**config.mk**
```make
export PLATFORM = sky130hd
export DESIGN_NAME = button_press_decoder_flat
export DESIGN_NICKNAME = d
export VERILOG_FILES = /design/src/rtl/button_pkg.sv /design/src/rtl/button_press_decoder_if.sv /design/src/rtl/press_fsm.sv /design/src/rtl/button_press_decoder.sv /design/src/flat_wrapper.sv
export SDC_FILE = /design/constraint.sdc
export NUM_CORES = 1
export LEC_CHECK = 0
export BUFFER_PORTS_ARGS = -buffer_cell sky130_fd_sc_hd__buf_2
export CAP_MARGIN = 40
export CORE_MARGIN = 2
export CORE_UTILIZATION = 45
export DETAILED_ROUTE_END_ITERATION = 7
export SYNTH_ARGS = -nofsm -noshare
export SYNTH_HDL_FRONTEND = slang
export SYNTH_SLANG_ARGS = --single-unit
```
**constraint.sdc**
```tcl
create_clock -name clk -period 2.65 [get_ports clk]
set_clock_uncertainty 0.1 [all_clocks]
set_input_delay 0.265 -clock clk [delete_from_list [all_inputs] [get_ports clk]]
set_output_delay 0.265 -clock clk [all_outputs]
set_load 0.1 [all_outputs]
```
**src/rtl/button_pkg.sv**
```systemverilog
// ---------------------------------------------------------------------------
// button_pkg
// Shared definitions for the button press decoder:
//   - state_e         : per-channel state encoding (IDLE / PRESSED / LONG)
//   - *_CNT_DEFAULT   : default timing in clock cycles at 125 MHz
//   - cnt_width()     : width of the per-channel hold counter
// Optional feature macro: BUTTON_AUTOREPEAT_EN (affects counter sizing).
// ---------------------------------------------------------------------------
package button_pkg;

    typedef enum logic [1:0] {
        IDLE    = 2'd0,
        PRESSED = 2'd1,
        LONG    = 2'd2
    } state_e;

    localparam int LONG_CNT_DEFAULT   = 62_500_000;  // 0.5 s
    localparam int REPEAT_CNT_DEFAULT = 12_500_000;  // 0.1 s

    // The counter only ever holds values up to (threshold - 1), so $clog2 of
    // the largest active threshold is enough. The repeat threshold only
    // counts when auto-repeat is built in.
    function automatic int cnt_width(input int long_cnt, input int repeat_cnt,
                                     input bit with_repeat);
        int span;
        span = (with_repeat && (repeat_cnt > long_cnt)) ? repeat_cnt : long_cnt;
        return (span < 2) ? 1 : $clog2(span);
    endfunction

endpackage

```
**src/rtl/button_press_decoder_if.sv**
```systemverilog
// ---------------------------------------------------------------------------
// button_press_decoder_if
// Bundles the debounced button levels and the decoded event outputs.
//   debounced_signal : clean button levels (driver -> decoder)
//   press_pulse      : one-cycle pulse on press
//   release_pulse    : one-cycle pulse on release
//   long_pulse       : one-cycle pulse when the hold reaches LONG_CNT
//   repeat_pulse     : one-cycle auto-repeat pulse (0 without auto-repeat)
//   held             : high while a channel is pressed
// Modports: master = stimulus / debouncer side, slave = decoder side.
// ---------------------------------------------------------------------------
interface button_press_decoder_if #(
    parameter int WIDTH = 4
);
    logic [WIDTH-1:0] debounced_signal;
    logic [WIDTH-1:0] press_pulse;
    logic [WIDTH-1:0] release_pulse;
    logic [WIDTH-1:0] long_pulse;
    logic [WIDTH-1:0] repeat_pulse;
    logic [WIDTH-1:0] held;

    modport master (
        output debounced_signal,
        input  press_pulse, release_pulse, long_pulse, repeat_pulse, held
    );

    modport slave (
        input  debounced_signal,
        output press_pulse, release_pulse, long_pulse, repeat_pulse, held
    );
endinterface

```
**src/rtl/press_fsm.sv**
```systemverilog
// ---------------------------------------------------------------------------
// press_fsm
// Single-channel press classifier: 2-bit state plus one hold counter.
// Ports:
//   clk, rst         : clock, synchronous active-high reset
//   debounced_signal : clean level of this button
//   press_pulse, release_pulse, long_pulse, repeat_pulse : registered pulses
//   held             : high while in PRESSED or LONG
// Macro BUTTON_AUTOREPEAT_EN: when defined, LONG emits repeat_pulse every
// REPEAT_CNT cycles; when undefined, LONG is silent and repeat_pulse is 0.
// ---------------------------------------------------------------------------
module press_fsm
    import button_pkg::*;
#(
    parameter int LONG_CNT   = LONG_CNT_DEFAULT,
    parameter int REPEAT_CNT = REPEAT_CNT_DEFAULT
) (
    input  logic clk,
    input  logic rst,
    input  logic debounced_signal,
    output logic press_pulse,
    output logic release_pulse,
    output logic long_pulse,
    output logic repeat_pulse,
    output logic held
);

`ifdef BUTTON_AUTOREPEAT_EN
    localparam bit AUTOREPEAT = 1'b1;
`else
    localparam bit AUTOREPEAT = 1'b0;
`endif

    localparam int CW = cnt_width(LONG_CNT, REPEAT_CNT, AUTOREPEAT);
    localparam logic [CW-1:0] LONG_LAST = CW'(LONG_CNT - 1);
`ifdef BUTTON_AUTOREPEAT_EN
    localparam logic [CW-1:0] REPEAT_LAST = CW'(REPEAT_CNT - 1);
`endif

    state_e        state_q, state_d;
    logic [CW-1:0] cnt_q, cnt_d;
    logic          press_d, release_d, long_d;
`ifdef BUTTON_AUTOREPEAT_EN
    logic          repeat_d, repeat_q;
`endif

    always_ff @(posedge clk) begin
        if (rst) begin
            state_q       <= IDLE;
            cnt_q         <= '0;
            press_pulse   <= 1'b0;
            release_pulse <= 1'b0;
            long_pulse    <= 1'b0;
`ifdef BUTTON_AUTOREPEAT_EN
            repeat_q      <= 1'b0;
`endif
        end else begin
            state_q       <= state_d;
            cnt_q         <= cnt_d;
            press_pulse   <= press_d;
            release_pulse <= release_d;
            long_pulse    <= long_d;
`ifdef BUTTON_AUTOREPEAT_EN
            repeat_q      <= repeat_d;
`endif
        end
    end

    // Release is tested before any threshold, so a low input always wins
    // over a count that happens to hit its limit on the same edge.
    always_comb begin
        state_d   = state_q;
        cnt_d     = cnt_q;
        press_d   = 1'b0;
        release_d = 1'b0;
        long_d    = 1'b0;
`ifdef BUTTON_AUTOREPEAT_EN
        repeat_d  = 1'b0;
`endif
        case (state_q)
            IDLE: begin
                // Level-triggered: a button already down out of reset
                // still produces a press.
                if (debounced_signal) begin
                    state_d = PRESSED;
                    press_d = 1'b1;
                    cnt_d   = '0;
                end
            end
            PRESSED: begin
                if (!debounced_signal) begin
                    state_d   = IDLE;
                    release_d = 1'b1;
                    cnt_d     = '0;
                end else if (cnt_q == LONG_LAST) begin
                    state_d = LONG;
                    long_d  = 1'b1;
                    cnt_d   = '0;
                end else begin
                    cnt_d = cnt_q + 1'b1;
                end
            end
            LONG: begin
                if (!debounced_signal) begin
                    state_d   = IDLE;
                    release_d = 1'b1;
                    cnt_d     = '0;
                end else begin
`ifdef BUTTON_AUTOREPEAT_EN
                    if (cnt_q == REPEAT_LAST) begin
                        repeat_d = 1'b1;
                        cnt_d    = '0;
                    end else begin
                        cnt_d = cnt_q + 1'b1;
                    end
`else
                    cnt_d = '0;
`endif
                end
            end
            default: begin
                state_d = IDLE;
                cnt_d   = '0;
            end
        endcase
    end

    assign held = (state_q != IDLE);

`ifdef BUTTON_AUTOREPEAT_EN
    assign repeat_pulse = repeat_q;
`else
    assign repeat_pulse = 1'b0;
`endif

endmodule

```
**src/rtl/button_press_decoder.sv**
```systemverilog
// ---------------------------------------------------------------------------
// button_press_decoder
// WIDTH independent press classifiers, one press_fsm per button channel.
// Ports:
//   clk, rst : clock, synchronous active-high reset
//   bus      : button_press_decoder_if.slave (debounced_signal in;
//              press/release/long/repeat pulses and held out)
// Macro BUTTON_AUTOREPEAT_EN enables auto-repeat pulses in LONG.
// ---------------------------------------------------------------------------
module button_press_decoder
    import button_pkg::*;
#(
    parameter int WIDTH      = 4,
    parameter int LONG_CNT   = LONG_CNT_DEFAULT,
    parameter int REPEAT_CNT = REPEAT_CNT_DEFAULT
) (
    input  logic                        clk,
    input  logic                        rst,
    button_press_decoder_if.slave       bus
);

    for (genvar i = 0; i < WIDTH; i++) begin : g_ch
        press_fsm #(
            .LONG_CNT   (LONG_CNT),
            .REPEAT_CNT (REPEAT_CNT)
        ) u_fsm (
            .clk              (clk),
            .rst              (rst),
            .debounced_signal (bus.debounced_signal[i]),
            .press_pulse      (bus.press_pulse[i]),
            .release_pulse    (bus.release_pulse[i]),
            .long_pulse       (bus.long_pulse[i]),
            .repeat_pulse     (bus.repeat_pulse[i]),
            .held             (bus.held[i])
        );
    end

endmodule

```
**src/flat_wrapper.sv**
```systemverilog
// flat-port wrapper written by rule: the top's interface ports become plain ports
module button_press_decoder_flat import button_pkg::*;
#(
    parameter int WIDTH      = 4,
    parameter int LONG_CNT   = LONG_CNT_DEFAULT,
    parameter int REPEAT_CNT = REPEAT_CNT_DEFAULT
)
  (clk, rst, bus_debounced_signal, bus_press_pulse, bus_release_pulse, bus_long_pulse, bus_repeat_pulse, bus_held);
  button_press_decoder_if #(.WIDTH(WIDTH)) bus_i ();
  input  logic clk;
  input  logic rst;
  input wire logic [$bits(bus_i.debounced_signal)-1:0] bus_debounced_signal;
  output wire logic [$bits(bus_i.press_pulse)-1:0] bus_press_pulse;
  output wire logic [$bits(bus_i.release_pulse)-1:0] bus_release_pulse;
  output wire logic [$bits(bus_i.long_pulse)-1:0] bus_long_pulse;
  output wire logic [$bits(bus_i.repeat_pulse)-1:0] bus_repeat_pulse;
  output wire logic [$bits(bus_i.held)-1:0] bus_held;
  assign bus_i.debounced_signal = bus_debounced_signal;
  assign bus_press_pulse = bus_i.press_pulse;
  assign bus_release_pulse = bus_i.release_pulse;
  assign bus_long_pulse = bus_i.long_pulse;
  assign bus_repeat_pulse = bus_i.repeat_pulse;
  assign bus_held = bus_i.held;
  button_press_decoder #(.WIDTH(WIDTH), .LONG_CNT(LONG_CNT), .REPEAT_CNT(REPEAT_CNT)) u_core (.clk(clk), .rst(rst), .bus(bus_i));
endmodule
```
==> qor.csv, run 1 <==
stage,metric,value,unit
setup_path,arrival,2.66,ns
logic_synthesis,synth_top_area_share,39.32,%
finish,fin_util,51.84,%
pwr,pwr-share-comb,8.0,%
logic_synthesis,seq_area_frac_synth,39.32,%
cts,postCtsSetupBuffers,0,
logic_synthesis,yosys_warnings,0,
cts,worst_setup_hold_path_clk_slew,0.05,ns
sta,timing.hold.ws,0.01327,ns
finish,seq_area,2482,um^2
global_route,grt_first_pass_wirelength,23330,um
finish,drive_gt1_share,10.05,%
logic_synthesis,ys_top_cells_by_area,"dfxtp_1, nor2_1, xnor2_1",
pwr,p_seq_share,40.6,%
global_route,grt_pass1_vias,5027,
sta,finalWorstSetupSlack,0.2427,ns
placement,place_congestion,0.8887,
setup_path,ff2ff_setup_slack,0.24,ns
cts,ctsResizeCount,0,
pwr,power.share.switching,23.43,%
pwr,power_leakage,2.404,nW
setup_path,cp.required,2.90,ns
pwr,p_sw,0.001102,W
pwr,p_int,0.003601,W
placement,hpwl,9725,um
logic_synthesis,synth_area,6314,um^2
logic_synthesis,synthArstFlopShare,0,%
drt,routed_wl,13540,um
placement,port_buffers,21,
sta,drv_slew,0,
floorplan,core,13770,um^2
setup_path,path_class,reg2reg,
sta,tns,0,ns
sta,relSlewSlack,47.26,%
pwr,ir_worst_vdd,0.4663,mV
drt,post-route-drc-count,0,
sta,layout_min_cycle_time,2.407,ns
setup_path,crit_path_max_fanout,5,
logic_synthesis,yosysMostFrequentCell,dfxtp_1,
global_route,antenna_found_initial,0,
drt,vias,5226,
sta,clock.fmax,415.4,MHz
logic_synthesis,synth_area_per_cell,8.329,um^2
logic_synthesis,synth-edff-count,0,
sta,hold_viol,0,
finish,final_nets,795,
logic_synthesis,yosysTopAreaCell,dfxtp_1,
cts,htreeDepth,4,
cts,clockBufferDepth,2,
logic_synthesis,syn_inst,758,
sta,fin_crit_sh,90.84,%
global_route,grt_max_degree,27,
setup_path,critPathLaunchType,flop,
cts,root_buffer,clkbuf_16,
drt,vias_per_cell,5.410,
outcome,outcome,completed,
logic_synthesis,synthTopCellsByCount,"dfxtp_1, nor2_1, nand2_1",
drt,post_drt_wl_per_cell,14.01,um
cts,numCtsBuffers,17,
min_path,worstHoldPathType,in2reg,
floorplan,rows,43,
floorplan,start_util,45.84,%
logic_synthesis,ys.flop_type,dfxtp_1,
drt,ant_nets,0,
job,drv_cap,0,
floorplan,die_x,122.5,um
finish,n_antenna_cell,0,
setup_path,cp-end-kind,flop,
logic_synthesis,synth.distinct_cells,61,
placement,dpl.cell_count,934,
finish,stdcell_count,966,
logic_synthesis,synth-seq-cells,124,
placement,post-place-ws,0.2799,ns
sta,rsz0062_at_grt,no,
finish,area_growth,13.10,%
pwr,powerDensity,658.6,nW/um^2
finish,fillCellCount,1347,
sta,worstMarginPinSlew,0.7864,ns
cts,cts_hold_buf,0,
cts,cts.sink_count,124,
drt,drt_first_pass_iters,4,
pwr,clkPwrFrac,51.4,%
floorplan,dieArea,14990,um^2
global_route,grtUsageTotal,19.50,%
finish,multiInputGateArea,3505,um^2
cts,cts_tree,built,
floorplan,ios,26,
cts,clock_latency,0.41,ns
global_route,grt.overflow.total,0,
drt,drt_iter0_markers,322,
floorplan,die_y,122.5,um
sta,setup_viol,0,
layer usage:
layer | up-vias | wire length, um | track usage (%)
li1 | 2692 | - | -
met4 | 0 | 147 | 7.040
met2 | 86 | 6415 | 32.36
met3 | 12 | 483 | 4.600
met5 | - | 0 | 0
met1 | 2436 | 6488 | 24.71
path summary, 6_finish.rpt:
check,cells after the start,startpoint,end
setup / recovery,7,u_core.g_ch[0].u_fsm.state_q[0]$_SDFFE_PP0P_,u_core.g_ch[0].u_fsm.cnt_q[25]$_SDFFE_PP0P_
setup reg to reg,7,u_core.g_ch[0].u_fsm.state_q[0]$_SDFFE_PP0P_,u_core.g_ch[0].u_fsm.cnt_q[25]$_SDFFE_PP0P_
hold reg to reg,2,u_core.g_ch[2].u_fsm.cnt_q[1]$_SDFFE_PP0P_,u_core.g_ch[2].u_fsm.cnt_q[1]$_SDFFE_PP0P_
hold / removal,2,bus_debounced_signal[3],u_core.g_ch[3].u_fsm.release_pulse$_SDFF_PP0_
cells by family (layout without fill, tap and decap cells):
group	count (synthesis)	after routing	synth area share, %
simple gates	393	393	32.66
flops	124	124	39.32
other cells	1	4	0.05940
mux	1	1	0.1585
buf+inv	67	92	5.351
xor+xnor	80	80	11.10
fa+ha+maj	16	16	3.171
compound gates	76	76	8.185
critical path, stage by stage (launching register included):
cell     delay [ns]
dfxtp_1        0.38
inv_1          0.08
ha_1           0.26
nor2b_1        0.16
or3_1          0.36
or3_4          0.36
or4_4          0.49
a21oi_2        0.15
power groups by stage:
stage	Clock [W]	Sequential, W	Combinational, W
floorplan	0	0.00194	0.000323
global placement	0	0.00195	0.000370
detailed placement	0	0.00195	0.000376
CTS	0.00247	0.00191	0.000377
global route	0.00256	0.00191	0.000410
finish	0.00242	0.00191	0.000376
flip-flops by register name (all words and copies together) (netlist names):
signal	count
u_core.g_ch.u_fsm.state_q	8
u_core.g_ch.u_fsm.long_pulse	4
u_core.g_ch.u_fsm.press_pulse	4
u_core.g_ch.u_fsm.cnt_q	104
u_core.g_ch.u_fsm.release_pulse	4
layout make-up:
cell class | count | area share, %
clock inverters | 6 | 1.472
clock buffers | 26 | 7.272
multi-input cells | 570 | 49.08
flip-flops and latches | 124 | 34.76
inverters | 25 | 1.314
well taps | 180 | 3.154
repair buffers | 35 | 2.944
layout by cell type (no fill, tap or decap), types with 5 or more instances in the layout:
master / Yosys / final
nand2_1: 76 / 76
xor2_1: 32 / 32
nand3_1: 45 / 45
nor4_1: 18 / 18
a31oi_1: 16 / 16
clkbuf_16: 0 / 17
dfxtp_1: 124 / 124
and3_1: 18 / 18
xnor2_1: 48 / 48
a21oi_1: 15 / 15
buf_2: 6 / 21
nand4_1: 32 / 32
or3_1: 7 / 7
nor2_1: 113 / 113
or4_1: 5 / 5
ha_1: 16 / 16
inv_1: 24 / 24
nand2b_1: 6 / 6
clkbuf_8: 0 / 6
and2_1: 6 / 6
or4b_1: 7 / 7
nor3_1: 23 / 23
buf_4: 21 / 14
o211ai_1: 10 / 10
and4_1: 8 / 8
metrics by stage:
| stage | cell area [um^2] | power, W |
|---|---|---|
| 4_1_cts | 7141 | 0.004758 |
| 3_3_place_gp | 6516 | 0.002318 |
| 6_report | 7141 | 0.004703 |
| 5_1_grt | 7141 | 0.004880 |
| 3_5_place_dp | 6516 | 0.002325 |
| 2_1_floorplan | 6325 | 0.002267 |
Note: power is estimated with default switching activity, not from simulation.
==> run 2, diff against run 1 <==
--- a/config.mk
+++ b/config.mk
@@ -9,7 +9,9 @@
 export CAP_MARGIN = 40
 export CORE_MARGIN = 2
 export CORE_UTILIZATION = 45
+export CTS_CLUSTER_SIZE = 10
 export DETAILED_ROUTE_END_ITERATION = 7
+export PLACE_DENSITY = 0.59
 export SYNTH_ARGS = -nofsm -noshare
 export SYNTH_HDL_FRONTEND = slang
 export SYNTH_SLANG_ARGS = --single-unit
==> run 2 against run 1 <==
  * Sequential share of layout area is 0.18 points higher
  * Clock power shrank 7%
  * Maximum frequency down 0.33%
  * First-iteration DRC count increased by 35%
  * Via count about the same
  * Combinational power about the same
  * Cell count rose by 0.10%
  * Critical path depth is 1 lower
  * Cell area decreased by 0.51%
  * Die area unchanged
  * Global-route usage is 0.13 points lower
  * Sequential power barely moved
==> qor.csv, run 2 (synthesis results as in run 1) <==
stage,metric,value,unit,change
cts,numCtsBuffers,17,,unchanged
finish,final_common_cell,dfxtp_1,,
drt,drt_iter0_markers,435,,+35%
cts,worst_setup_hold_path_clk_slew,0.06,ns,about the same
placement,place_congestion,0.8698,,-2.1%
sta,relSlewSlack,40.14,%,-7.1 points
sta,layout_min_cycle_time,2.415,ns,+0.008034 ns
finish,area_growth,12.52,%,
sta,setup_viol,0,,unchanged
cts,cts_tree,built,,
floorplan,die_y,122.5,um,unchanged
pwr,p_int,0.003397,W,-5.7%
global_route,grt_pass1_vias,4967,,-1.2%
floorplan,start_util,45.84,%,unchanged
floorplan,die_x,122.5,um,unchanged
finish,regMostFlops,u_core.g_ch.u_fsm.cnt_q,,
floorplan,dieArea,14990,um^2,unchanged
floorplan,core,13770,um^2,unchanged
pwr,clkPwrFrac,49.6,%,-1.8 points
min_path,worstHoldPathType,in2reg,,
finish,n_antenna_cell,0,,unchanged
cts,clock_latency,0.42,ns,about the same
setup_path,arrival,2.67,ns,about the same
drt,vias,5223,,-0.057%
cts,cts.sink_count,124,,unchanged
sta,finalWorstSetupSlack,0.2347,ns,-0.008034 ns
job,drv_cap,0,,unchanged
global_route,grt_max_degree,22,,-19%
drt,drt_first_pass_iters,5,,+1
setup_path,rr_worst_depth,6,,-1
setup_path,cp-end-kind,flop,,
global_route,antenna_found_initial,0,,unchanged
finish,drive_gt1_share,10.29,%,+0.24 points
pwr,power.share.switching,25.18,%,+1.7 points
floorplan,rows,43,,unchanged
pwr,ir_worst_vdd,0.4606,mV,-1.2%
placement,dpl_cell_area,6516,um^2,unchanged
placement,hpwl,9625,um,-1.0%
setup_path,path_class,reg2reg,,
outcome,outcome,completed,,
global_route,grt_first_pass_wirelength,23400,um,+0.33%
sta,fin_crit_sh,91.15,%,+0.30 points
drt,post-route-drc-count,0,,unchanged
placement,port_buffers,21,,unchanged
setup_path,crit_path_max_fanout,6,,+1
setup_path,r2r_end,u_core.g_ch[0].u_fsm.cnt_q[20]$_SDFFE_PP0P_,,
cts,htreeDepth,4,,unchanged
sta,rsz0062_at_grt,no,,
pwr,powerDensity,639.1,nW/um^2,-3.0%
sta,hold_viol,0,,unchanged
drt,routed_wl,13420,um,-0.88%
finish,stdcell_count,967,,+0.10%
setup_path,ff2ff_setup_slack,0.23,ns,about the same
finish,largest_registers,"u_core.g_ch.u_fsm.cnt_q (104), u_core.g_ch.u_fsm.state_q (8)",,
setup_path,critPathLaunchType,flop,,
floorplan,ios,26,,unchanged
global_route,grtUsageTotal,19.37,%,-0.13 points
pwr,p_sw,0.001143,W,+3.7%
finish,largest_register_ffs,104,,unchanged
sta,tns,0,ns,unchanged
setup_path,worstReg2RegStart,u_core.g_ch[0].u_fsm.cnt_q[0]$_SDFFE_PP0P_,,
pwr,p_seq_share,42.0,%,+1.4 points
finish,final_nets,796,,+0.13%
placement,dpl.cell_count,934,,unchanged
sta,drv_slew,0,,unchanged
placement,post-place-ws,0.2579,ns,-0.02195 ns
min_path,min_from,bus_debounced_signal[0],,
min_path,holdPathStages,2,,unchanged
finish,final_cell_mix,"dfxtp_1, nor2_1, nand2_1",,
sta,timing.hold.ws,0.05538,ns,+0.04211 ns
pwr,power_leakage,2.379,nW,-1.1%
global_route,grt.overflow.total,0,,unchanged
min_path,min_to,u_core.g_ch[0].u_fsm.release_pulse$_SDFF_PP0_,,
drt,vias_per_cell,5.401,,-0.16%
cts,root_buffer,clkbuf_16,,
sta,worstMarginPinSlew,0.8924,ns,+0.1060 ns
cts,clockBufferDepth,2,,unchanged
drt,post_drt_wl_per_cell,13.87,um,-0.98%
pwr,pwr-share-comb,8.3,%,+0.3 points
drt,ant_nets,0,,unchanged
finish,final_area,7104,um^2,-0.51%
setup_path,cp.required,2.91,ns,about the same
sta,clock.fmax,414.0,MHz,-0.33%
run 2: cell count changes in the layout (fill, tap and decap cells not counted):
cell           previous run  this run
clkbuf_8                  6         2
clkinv_2                  3         6
clkinvlp_4                0         3
clkbuf_1                  3         1
bufinv_16                 3         2
clkinv_4                  0         1
dlygate4sd3_1             0         1
run 2: repair_timing:
action                                 4_1_cts  5_1_grt
resized for setup                            0        0
endpoints found under the hold margin        1        0
setup endpoints to repair                    0        0
hold buffers                                 1        0
buffers inserted                             0        0
run 2: worst max-delay path by stage:
stage	startpoint	endpoint	slack, ns	depth (start not counted)
after floorplan	u_core.g_ch[0].u_fsm.state_q[0]$_SDFFE_PP0P_	u_core.g_ch[0].u_fsm.cnt_q[25]$_SDFFE_PP0P_	0.23	8
after global placement	u_core.g_ch[0].u_fsm.cnt_q[0]$_SDFFE_PP0P_	u_core.g_ch[0].u_fsm.cnt_q[24]$_SDFFE_PP0P_	0.35	6
after detailed placement	u_core.g_ch[0].u_fsm.cnt_q[0]$_SDFFE_PP0P_	u_core.g_ch[0].u_fsm.cnt_q[20]$_SDFFE_PP0P_	0.26	6
after CTS	u_core.g_ch[0].u_fsm.cnt_q[0]$_SDFFE_PP0P_	u_core.g_ch[0].u_fsm.cnt_q[20]$_SDFFE_PP0P_	0.24	6
after global routing	u_core.g_ch[0].u_fsm.cnt_q[0]$_SDFFE_PP0P_	u_core.g_ch[0].u_fsm.cnt_q[20]$_SDFFE_PP0P_	0.11	6
final	u_core.g_ch[0].u_fsm.cnt_q[0]$_SDFFE_PP0P_	u_core.g_ch[0].u_fsm.cnt_q[20]$_SDFFE_PP0P_	0.23	6
run 2: cell type report:
type | count | area [um^2]
fill | 1323 | 6669
clock buffer | 20 | 456.7
inverter | 25 | 93.84
multi-input combinational | 570 | 3505
sequential | 124 | 2482
clock inverter | 12 | 121.4
timing repair buffer | 36 | 220.2
tap | 180 | 225.2
run 2: worst max-delay path, stage by stage, from the launching register on:
cell and delay (ns):
dfxtp_1 0.41, ha_1 0.27, nand3_1 0.16, or2_2 0.32, or4_4 0.58, or4_1 0.43, nand3_1 0.09
run 2: power by group through the flow:
stage / combinational, W / sequential (W) / clock (W)
after CTS: 0.000380 / 0.00191 / 0.00230
after global routing: 0.000411 / 0.00191 / 0.00240
final: 0.000378 / 0.00191 / 0.00225
after detailed placement: 0.000378 / 0.00195 / 0
after floorplan: 0.000323 / 0.00194 / 0
after global placement: 0.000370 / 0.00195 / 0
run 2: layer usage:
layer / wire (um) / GRT usage [%] / up-vias
met1: 6576 / 25.88 / 2441
met4: 208 / 7.543 / 0
met3: 505 / 4.507 / 17
li1: - / - / 2685
met2: 6125 / 30.31 / 80
met5: 0 / 0 / -
run 2: stage by stage:
stage	power (W)	utilization, %
after floorplan	0.002267	-
after global placement	0.002317	47.31
after detailed placement	0.002326	47.31
after CTS	0.004587	51.58
after global routing	0.004721	51.58
final	0.004540	51.58
==> run 3, diff against run 2 <==
--- a/config.mk
+++ b/config.mk
@@ -11,7 +11,8 @@
 export CORE_UTILIZATION = 45
 export CTS_CLUSTER_SIZE = 10
 export DETAILED_ROUTE_END_ITERATION = 7
-export PLACE_DENSITY = 0.59
+export PLACE_DENSITY = 0.72
+export SLEW_MARGIN = 30
 export SYNTH_ARGS = -nofsm -noshare
 export SYNTH_HDL_FRONTEND = slang
 export SYNTH_SLANG_ARGS = --single-unit
==> run 3 against run 2 <==
  * Combinational power is essentially flat
  * Die area is the same
  * Cell area grew 1.5%
  * Cell count grew 0.31%
  * Non-clock buffer count grew 3
  * Maximum frequency shrank 0.22%
  * First-iteration DRC count shrank 22%
  * Hold slack lost 0.016 ns
  * Largest power group unchanged
==> qor.csv, run 3 (synthesis results as in run 1) <==
stage,metric,value,unit,change
setup_path,crit_chain,inv_1 > ha_1 > nor2b_1 > or3_1 > or3_4 > or4_4 > a21oi_2,,
finish,n_antenna_cell,0,,unchanged
min_path,worstHoldPathType,in2reg,,
placement,dpl_cell_area,6529,um^2,+0.19%
sta,fin_crit_sh,91.35,%,+0.20 points
floorplan,die_y,122.5,um,unchanged
cts,postCtsSetupBuffers,0,,unchanged
cts,ctsResizeCount,0,,unchanged
drt,ant_nets,0,,unchanged
setup_path,critPathLaunchType,flop,,
cts,clock_latency,0.42,ns,about the same
floorplan,die_x,122.5,um,unchanged
cts,root_buffer,clkbuf_16,,
global_route,grt.overflow.total,0,,unchanged
sta,relSlewSlack,56.44,%,+16 points
drt,vias,5231,,+0.15%
global_route,grtUsageTotal,18.32,%,-1.0 points
setup_path,rr_worst_depth,7,,+1
setup_path,cp-end-kind,flop,,
drt,drt_iter0_markers,341,,-22%
floorplan,core,13770,um^2,unchanged
finish,regMostFlops,u_core.g_ch.u_fsm.cnt_q,,
global_route,grt_first_pass_wirelength,22190,um,-5.2%
drt,vias_per_cell,5.393,,-0.16%
cts,cts.sink_count,124,,unchanged
cts,cts_hold_buf,3,,+2
placement,port_buffers,21,,unchanged
setup_path,cp.required,2.90,ns,about the same
finish,final_nets,799,,+0.38%
global_route,grt_max_degree,27,,+23%
finish,drive_gt1_share,10.51,%,+0.21 points
outcome,outcome,completed,,
sta,hold_viol,0,,unchanged
pwr,powerDensity,663.7,nW/um^2,+3.8%
placement,place_congestion,0.8593,,-1.2%
cts,clockBufferDepth,2,,unchanged
job,drv_cap,0,,unchanged
pwr,ir_worst_vdd,0.4715,mV,+2.4%
sta,rsz0062_at_grt,no,,
sta,tns,0,ns,unchanged
drt,post_drt_wl_per_cell,13.30,um,-4.1%
floorplan,ios,26,,unchanged
pwr,power_leakage,2.431,nW,+2.2%
finish,largest_register_ffs,104,,unchanged
sta,layout_min_cycle_time,2.421,ns,+0.005402 ns
min_path,holdPathStages,3,,+1
global_route,grt_pass1_vias,4873,,-1.9%
sta,drv_slew,0,,unchanged
drt,post-route-drc-count,0,,unchanged
sta,setup_viol,0,,unchanged
sta,worstMarginPinSlew,0.6475,ns,-0.2450 ns
finish,area_growth,14.17,%,
cts,cts_tree,built,,
finish,largest_registers,"u_core.g_ch.u_fsm.cnt_q (104), u_core.g_ch.u_fsm.state_q (8)",,
global_route,antenna_found_initial,0,,unchanged
drt,drt_first_pass_iters,5,,unchanged
sta,clock.fmax,413.1,MHz,-0.22%
cts,numCtsBuffers,17,,unchanged
floorplan,start_util,45.84,%,unchanged
setup_path,cpMaxStageDelayCell,or4_4,,
setup_path,path_class,reg2reg,,
finish,final_common_cell,dfxtp_1,,
floorplan,dieArea,14990,um^2,unchanged
drt,routed_wl,12900,um,-3.8%
floorplan,rows,43,,unchanged
finish,final_area,7208,um^2,+1.5%
finish,final_cell_mix,"dfxtp_1, nor2_1, nand2_1",,
cts,worst_setup_hold_path_clk_slew,0.06,ns,about the same
cts,htreeDepth,4,,unchanged
setup_path,crit_path_max_fanout,6,,unchanged
setup_path,arrival,2.68,ns,about the same
placement,hpwl,8937,um,-7.1%
setup_path,max_stage_delay,0.49,ns,-0.09 ns
run 3: cell count changes in the layout (fill, tap and decap cells not counted):
cell	delta
bufinv_16	+2
clkbuf_8	+2
clkinv_2	-2
dlygate4sd3_1	+2
buf_12	+1
buf_4	-1
clkbuf_1	-1
clkbuf_2	+1
clkinvlp_4	-1
run 3: stage by stage:
step,total power [W],util (%),setup WS (ns),instances,hold WS (ns)
after floorplan,0.002267,-,0.2281,761,0.2411
after global placement,0.002321,47.40,0.2828,934,0.3770
after detailed placement,0.002323,47.40,0.2285,934,0.3829
after CTS,0.004835,52.30,0.2248,969,0.02828
after global routing,0.004963,52.33,0.1186,970,0.05173
final,0.004784,52.33,0.2293,970,0.03927
run 3: worst max-delay path: cells and delay by family (launching register included):
kind	cells	cell delay, ns
AND/OR/NAND/NOR	4	1.43
adder cells (fa/ha/maj)	1	0.24
buffers and inverters	1	0.08
flip-flops	1	0.37
AO/OA/AOI/OAI	1	0.14
run 3: layout make-up:
class	instances	area, um^2
clock buffers	21	480.5
clock inverters	11	163.9
fillers	1267	6565
inverters	25	93.84
multi-input cells	570	3505
flip-flops and latches	124	2482
well taps	180	225.2
repair buffers	39	257.7
run 3: worst paths after layout:
| kind | start | endpoint | slack (ns) |
|---|---|---|---|
| setup / recovery | u_core.g_ch[0].u_fsm.state_q[0]$_SDFFE_PP0P_ | u_core.g_ch[0].u_fsm.cnt_q[25]$_SDFFE_PP0P_ | 0.23 |
| hold / removal | bus_debounced_signal[1] | u_core.g_ch[1].u_fsm.press_pulse$_SDFF_PP0_ | 0.04 |
| setup reg to reg | u_core.g_ch[0].u_fsm.state_q[0]$_SDFFE_PP0P_ | u_core.g_ch[0].u_fsm.cnt_q[25]$_SDFFE_PP0P_ | 0.23 |
| hold reg to reg | u_core.g_ch[1].u_fsm.state_q[1]$_SDFFE_PP0P_ | u_core.g_ch[1].u_fsm.state_q[1]$_SDFFE_PP0P_ | 0.39 |
run 3: routing by layer:
layer	up-vias	GRT usage (%)	wire, um
li1	2694	-	-
met4	0	6.250	165
met1	2434	23.82	6409
met2	88	29.27	5846
met5	-	0	0
met3	15	5.112	480
run 3: where the power goes:
part | total [W] | internal (W) | switching [W]
logic | 0.000379 | 0.0000911 | 0.000288
clock network | 0.00250 | 0.00167 | 0.000830
registers | 0.00191 | 0.00189 | 0.0000196
